==> config.mk <==
export PLATFORM = sky130hd
export DESIGN_NAME = id_ex_stage
export DESIGN_NICKNAME = d
export VERILOG_FILES = /design/src/rtl/mips_pkg.sv /design/src/rtl/id_ex_stage_register_file.sv /design/src/rtl/id_ex_stage.sv
export SDC_FILE = /design/constraint.sdc
export NUM_CORES = 2
export LEC_CHECK = 0
export CORE_ASPECT_RATIO = 1.75
export CORE_MARGIN = 5
export CORE_UTILIZATION = 50
export DETAILED_ROUTE_END_ITERATION = 6
export PLACE_DENSITY_LB_ADDON = 0.3
export SYNTH_ARGS = -nofsm -noshare
export SYNTH_HDL_FRONTEND = slang
export SYNTH_SLANG_ARGS = --single-unit
export TNS_END_PERCENT = 5
==> constraint.sdc <==
create_clock -name clk -period 6.4 [get_ports clk]
set_input_delay 1.6 -clock clk [delete_from_list [all_inputs] [get_ports clk]]
set_output_delay 1.6 -clock clk [all_outputs]
set_load 0.005 [all_outputs]
==> src/rtl/mips_pkg.sv <==
// Shared MIPS decode constants for the ID/EX slice.
// Holds opcode values, instruction field positions and the decode helper functions.
package mips_pkg;

  localparam logic [5:0] OP_RTYPE = 6'h00;
  localparam logic [5:0] OP_BEQ   = 6'h04;
  localparam logic [5:0] OP_BNE   = 6'h05;
  localparam logic [5:0] OP_ANDI  = 6'h0C;
  localparam logic [5:0] OP_ORI   = 6'h0D;
  localparam logic [5:0] OP_XORI  = 6'h0E;
  localparam logic [5:0] OP_LUI   = 6'h0F;
  localparam logic [5:0] OP_LW    = 6'h23;
  localparam logic [5:0] OP_SW    = 6'h2B;

  localparam int OPCODE_LSB = 26;
  localparam int RS_LSB     = 21;
  localparam int RT_LSB     = 16;
  localparam int RD_LSB     = 11;
  localparam int FUNCT_LSB  = 0;
  localparam int FIELD_W    = 5;
  localparam int OPCODE_W   = 6;

  typedef enum logic [1:0] {
    IMM_SIGN,
    IMM_ZERO,
    IMM_UPPER
  } imm_mode_e;

  // rt is a source operand only for R-type, branches and stores.
  function automatic logic uses_rt(input logic [5:0] opcode);
    return (opcode == OP_RTYPE) || (opcode == OP_BEQ) ||
           (opcode == OP_BNE)   || (opcode == OP_SW);
  endfunction

  function automatic imm_mode_e imm_mode(input logic [5:0] opcode);
    case (opcode)
      OP_ANDI, OP_ORI, OP_XORI: return IMM_ZERO;
      OP_LUI:                   return IMM_UPPER;
      default:                  return IMM_SIGN;
    endcase
  endfunction

endpackage

==> src/rtl/id_ex_stage_register_file.sv <==
// Two-read, one-write register file with entry 0 hardwired to zero.
// A write in flight is forwarded to matching reads in the same cycle.
module register_file #(
  parameter int DATA_WIDTH     = 32,
  parameter int REG_ADDR_WIDTH = 5
) (
  input  logic                      clk,
  input  logic                      reset,
  input  logic [REG_ADDR_WIDTH-1:0] read_register_1,
  input  logic [REG_ADDR_WIDTH-1:0] read_register_2,
  input  logic                      reg_write,
  input  logic [REG_ADDR_WIDTH-1:0] write_register,
  input  logic [DATA_WIDTH-1:0]     write_data,
  output logic [DATA_WIDTH-1:0]     read_data_1,
  output logic [DATA_WIDTH-1:0]     read_data_2
);

  localparam int NUM_REGS = 2 ** REG_ADDR_WIDTH;

  logic [DATA_WIDTH-1:0] regs [NUM_REGS];
  logic                  write_en;

  assign write_en = reg_write && (write_register != '0);

  always_ff @(posedge clk) begin
    if (!reset) begin
      for (int i = 0; i < NUM_REGS; i++) begin
        regs[i] <= '0;
      end
    end else if (write_en) begin
      regs[write_register] <= write_data;
    end
  end

  // Entry 0 is forced to zero on read so it never depends on array contents.
  always_comb begin
    read_data_1 = '0;
    read_data_2 = '0;
    if (write_en && (write_register == read_register_1)) begin
      read_data_1 = write_data;
    end else if (read_register_1 != '0) begin
      read_data_1 = regs[read_register_1];
    end
    if (write_en && (write_register == read_register_2)) begin
      read_data_2 = write_data;
    end else if (read_register_2 != '0) begin
      read_data_2 = regs[read_register_2];
    end
  end

endmodule

==> src/rtl/id_ex_stage.sv <==
// Decode stage with register read, immediate extension, load-use hazard detection
// and the registered ID/EX boundary feeding the EX stage.
module id_ex_stage
  import mips_pkg::*;
#(
  parameter int DATA_WIDTH     = 32,
  parameter int REG_ADDR_WIDTH = 5,
  parameter int IMM_WIDTH      = 16
) (
  input  logic                      clk,
  input  logic                      reset,
  input  logic                      i_valid,
  input  logic [DATA_WIDTH-1:0]     i_next_pc,
  input  logic [31:0]               i_instruction,
  input  logic                      i_reg_write,
  input  logic [REG_ADDR_WIDTH-1:0] i_write_register,
  input  logic [DATA_WIDTH-1:0]     i_write_data,
  input  logic                      i_ex_mem_read,
  input  logic [REG_ADDR_WIDTH-1:0] i_ex_rt,
  input  logic                      i_flush,
  output logic                      o_stall,
  output logic                      o_valid,
  output logic [DATA_WIDTH-1:0]     o_next_pc,
  output logic [DATA_WIDTH-1:0]     o_read_data_1,
  output logic [DATA_WIDTH-1:0]     o_read_data_2,
  output logic [DATA_WIDTH-1:0]     o_extended_imm,
  output logic [REG_ADDR_WIDTH-1:0] o_rs,
  output logic [REG_ADDR_WIDTH-1:0] o_rt,
  output logic [REG_ADDR_WIDTH-1:0] o_rd,
  output logic [5:0]                o_opcode,
  output logic [5:0]                o_funct
);

  logic [5:0]                opcode;
  logic [5:0]                funct;
  logic [REG_ADDR_WIDTH-1:0] rs;
  logic [REG_ADDR_WIDTH-1:0] rt;
  logic [REG_ADDR_WIDTH-1:0] rd;
  logic [IMM_WIDTH-1:0]      imm;
  logic [DATA_WIDTH-1:0]     extended_imm;
  logic [DATA_WIDTH-1:0]     read_data_1;
  logic [DATA_WIDTH-1:0]     read_data_2;

  assign opcode = i_instruction[OPCODE_LSB +: OPCODE_W];
  assign funct  = i_instruction[FUNCT_LSB +: OPCODE_W];
  assign rs     = REG_ADDR_WIDTH'(i_instruction[RS_LSB +: FIELD_W]);
  assign rt     = REG_ADDR_WIDTH'(i_instruction[RT_LSB +: FIELD_W]);
  assign rd     = REG_ADDR_WIDTH'(i_instruction[RD_LSB +: FIELD_W]);
  assign imm    = i_instruction[IMM_WIDTH-1:0];

  register_file #(
    .DATA_WIDTH     (DATA_WIDTH),
    .REG_ADDR_WIDTH (REG_ADDR_WIDTH)
  ) u_register_file (
    .clk             (clk),
    .reset           (reset),
    .read_register_1 (rs),
    .read_register_2 (rt),
    .reg_write       (i_reg_write),
    .write_register  (i_write_register),
    .write_data      (i_write_data),
    .read_data_1     (read_data_1),
    .read_data_2     (read_data_2)
  );

  always_comb begin
    extended_imm = {{(DATA_WIDTH-IMM_WIDTH){imm[IMM_WIDTH-1]}}, imm};
    case (imm_mode(opcode))
      IMM_ZERO:  extended_imm = DATA_WIDTH'(imm);
      IMM_UPPER: extended_imm = DATA_WIDTH'({imm, {IMM_WIDTH{1'b0}}});
      default:   extended_imm = {{(DATA_WIDTH-IMM_WIDTH){imm[IMM_WIDTH-1]}}, imm};
    endcase
  end

  // A flush squashes the dependent instruction anyway, so it never needs to stall.
  assign o_stall = i_valid && !i_flush && i_ex_mem_read && (i_ex_rt != '0) &&
                   ((i_ex_rt == rs) || (uses_rt(opcode) && (i_ex_rt == rt)));

  // Reset, flush and stall all load an all-zero bubble, which decodes as sll $0,$0,0.
  always_ff @(posedge clk) begin
    if (!reset || i_flush || o_stall) begin
      o_valid        <= 1'b0;
      o_next_pc      <= '0;
      o_read_data_1  <= '0;
      o_read_data_2  <= '0;
      o_extended_imm <= '0;
      o_rs           <= '0;
      o_rt           <= '0;
      o_rd           <= '0;
      o_opcode       <= '0;
      o_funct        <= '0;
    end else begin
      o_valid        <= i_valid;
      o_next_pc      <= i_next_pc;
      o_read_data_1  <= read_data_1;
      o_read_data_2  <= read_data_2;
      o_extended_imm <= extended_imm;
      o_rs           <= rs;
      o_rt           <= rt;
      o_rd           <= rd;
      o_opcode       <= opcode;
      o_funct        <= funct;
    end
  end

endmodule

==> flow_summary_export.csv <==
group,metric,value,unit
synthesis,yosysWarningCount,0,
drt,drc,2,
sta,grt_setup_unrepaired,"false",
clock_tree,cts-root-buf,"clkbuf_16",
sta,worst_pin_slew,1.29,ns
global_route,grt_antenna_before_repair,4,
synthesis,synth-edff-count,1024,
place,portBuffers,268,
drt,drtIter0Drc,6060,
drt,drt_wl_total,212,mm
flow_run,drv_cap,0,
critical_path,crit_required,4.80,ns
synthesis,synth_flop_cell,"edfxtp_1",
critical_path,path_common_cell,"clkdlybuf4s50_1",
critical_path,rr_worst_depth,5,
drt,antenna_left,0,
clock_tree,cts_buffers,108,
layout,drive_gt1_share,24.0,%
global_route,grtUsageMet1,40.0,%
global_route,grt_pass1_vias,43300,
global_route,grtUsageTotal,33.0,%
clock_tree,clockBufferDepth,3,
layout,final_cell_area,66800,um2
place,place_area,63000,um2
critical_path,cp.buffers_inverters,2,
global_route,grt.overflow.total,0,
critical_path,rrSetupSlack,4.25,ns
critical_path,crit_family,"buffers and inverters",
outcome,violations,"design-rule violations",
pwr,p_leak,0.0212,uW
sta,slew_headroom,13.6,%
pwr,powerDensity,273,nW/um2
critical_path,r2r_start,"u_register_file.regs[23][1]",
worst_hold_path,min_path_cells,4,
sta,fin_ws,0.936,ns
clock_tree,clk_pin_slew,0.07,ns
clock_tree,cts-hold-fix-buffers,0,
critical_path,endpoint_kind,"primary output",
critical_path,critical_path_class,"in -> out",
sta,report.final.slew_viol_count,0,
synthesis,synth_cell_types,58,
synthesis,syn_area,58900,um2
floorplan,rows,166,
synthesis,seq_area_frac_synth,57.6,%
global_route,grt_max_degree,141,
sta,fmax,183,MHz
sta,final_hold_viol_count,0,
global_route,use_met2,53.3,%
clock_tree,htree_levels,3,
critical_path,cp-start-kind,"input port",
synthesis,avgSynthCellArea,13.7,um2
worst_hold_path,hp-class,"reg -> reg",
drt,viasPerCell,7.38,
floorplan,num_io_pins,269,
floorplan,start_util,50.3,%
global_route,grt_pass1_wl,303,mm
place,gp_congestion,0.881,
sta,fin_skew,0.0225,ns
place,pre_cts_slack,0.948,ns
floorplan,core-area,117000,um2
critical_path,critPathMaxStageDelay,0.53,ns
clock_tree,cts_resized,0,
synthesis,async_flop_share,0,%
clock_tree,numClockSinks,1180,
clock_tree,tritoncts,"yes",
drt,firstDrtPassIters,7,
layout,final_nets,4385,
critical_path,path_max_fanout,4,
critical_path,worstPathCellList,"clkdlybuf4s50_1, nor2b_1, or4_1, a2111o_2, a21oi_1, clkdlybuf4s50_1",
place,hpwl,120,mm
sta,setup_viol,0,
worst_hold_path,holdCritStartpoint,"u_register_file.regs[16][21]",
clock_tree,clkLatencyLatePin,0.74,ns
outcome,outcome,"finished with violations",
critical_path,r2r-end,"o_read_data_2[1]",
floorplan,die_area,125000,um2
worst_hold_path,min_to,"o_read_data_2[21]",
clock_tree,post_cts_buffers,0,
global_route,busiest_layer,"met2",
floorplan,die-width,269,um
global_route,use_met3,8.18,%
pwr,vdd_drop_max,233,uV
sta,min_period_over_period,85.4,%
floorplan,die_y,464,um
layout,syn2layout_area_growth,13.5,%
synthesis,syn_inst,4295,
synthesis,ys_ff_latch,1180,
sta,fin_crit,5.46,ns
sta,setup-tns-final,0,ns
drt,vias,43400,
critical_path,slowest_stage,"clkdlybuf4s50_1",
drt,wire_per_inst,36.1,um
critical_path,cp.arrival,3.86,ns
## cells in the mapped netlist (34+ instances only)
library cell,n,share of area (%)
clkbuf_1,439,2.8
and3_1,65,0.69
o22ai_1,168,1.8
mux2i_1,143,2.4
mux4_2,336,13
mux2_2,317,6.1
buf_2,88,0.75
nor2_1,40,0.26
nor3_1,995,8.5
o32ai_1,34,0.51
edfxtp_1,1024,52
a22oi_1,43,0.55
inv_1,35,0.22
a221oi_1,53,0.79
dfxtp_1,156,5.3
## state kept, by name, indices dropped and copies added (netlist names), 6 cells and up
signal                flops
o_read_data_1            32
o_read_data_2            32
o_next_pc                32
u_register_file.regs   1024
o_funct                   6
o_extended_imm           32
o_opcode                  6
## layout make-up
class | count | area, um2
clock inverter | 47 | 494
inverter | 35 | 131
antenna | 9 | 22.5
tap | 1512 | 1890
clock buffer | 159 | 3280
sequential | 1180 | 33900
fill | 9180 | 50100
multi-input combinational | 2534 | 23000
timing repair buffer | 412 | 4090
## worst reg2reg max path, stage by stage (launching register included)
cell and delay (ns):
edfxtp_1 0.39, mux4_2 0.48, mux2_2 0.28, a221oi_1 0.55, a221o_1 0.24, o22ai_1 0.07
## power breakdown
| part | total, uW | leakage [uW] | switching [uW] | internal [uW] |
|---|---|---|---|---|
| Clock | 6920 | 0.00186 | 3000 | 3920 |
| Combinational | 2360 | 0.00832 | 1410 | 952 |
| Sequential | 8990 | 0.0110 | 222 | 8770 |
| Total | 18300 | 0.0212 | 4630 | 13600 |
## cell usage in the layout (no fill, tap or decap), types with 25 or more instances in the layout
| cell | netlist | layout |
|---|---|---|
| mux2_2 | 317 | 317 |
| o21ai_4 | 0 | 31 |
| and3_1 | 65 | 65 |
| buf_4 | 19 | 121 |
| inv_1 | 35 | 35 |
| a22oi_1 | 43 | 43 |
| clkdlybuf4s50_1 | 0 | 259 |
| nand2_1 | 33 | 29 |
| o32ai_1 | 34 | 34 |
| clkbuf_16 | 0 | 119 |
| mux2i_1 | 143 | 143 |
| mux4_2 | 336 | 336 |
| nor2_1 | 40 | 39 |
| buf_12 | 0 | 25 |
| a221oi_1 | 53 | 53 |
| nor3_1 | 995 | 995 |
| o31ai_1 | 33 | 33 |
| dfxtp_1 | 156 | 156 |
| conb_1 | 1 | 32 |
| edfxtp_1 | 1024 | 1024 |
| o22ai_1 | 168 | 168 |
## stage by stage
| step | hold WS (ns) | total power (uW) | util (%) | std cells |
|---|---|---|---|---|
| after floorplan | 0.717 | 10500 | - | 4326 |
| after global placement | 0.838 | 11400 | 53.9 | 5673 |
| after detailed placement | 0.862 | 11400 | 53.9 | 5673 |
| after CTS | 0.875 | 18200 | 57.1 | 5879 |
| after global routing | 0.916 | 18700 | 57.1 | 5880 |
| final | 0.881 | 18300 | 57.1 | 5888 |
## how the worst max path moves through the flow
stage / to / depth (start not counted) / slack (ns) / from
detailed placement: o_stall / 6 / 0.95 / i_instruction[26]
global route: o_stall / 6 / 0.86 / i_instruction[26]
floorplan: u_register_file.regs[28][0] / 6 / 0.94 / i_write_register[4]
global placement: o_stall / 6 / 0.94 / i_instruction[26]
CTS: o_stall / 6 / 0.94 / i_instruction[26]
finish: o_stall / 6 / 0.94 / i_instruction[26]
## routing by layer
layer | part of all wire, % | up-vias | routed length [um]
met3 | 12 | 839 | 26000
li1 | - | 17100 | -
met2 | 47 | 3572 | 101000
met1 | 33 | 21900 | 69600
met5 | 0.0057 | - | 12
met4 | 7.5 | 2 | 16000
## cell families (layout without fill, tap and decap cells)
kind of cell / Yosys count / after routing / share of synthesized area [%]
AOI/OAI and AO/OA: 483 / 483 / 6.09
buffers and inverters: 612 / 653 / 4.28
other: 1 / 41 / 0.00637
and+or+nand+nor: 1201 / 1201 / 10.4
DFF: 1180 / 1180 / 57.6
xor gates and xnor gates: 20 / 20 / 0.298
muxes: 796 / 796 / 21.4
adders and majority gates: 2 / 2 / 0.0425
Note: power is estimated with default switching activity, not from simulation.
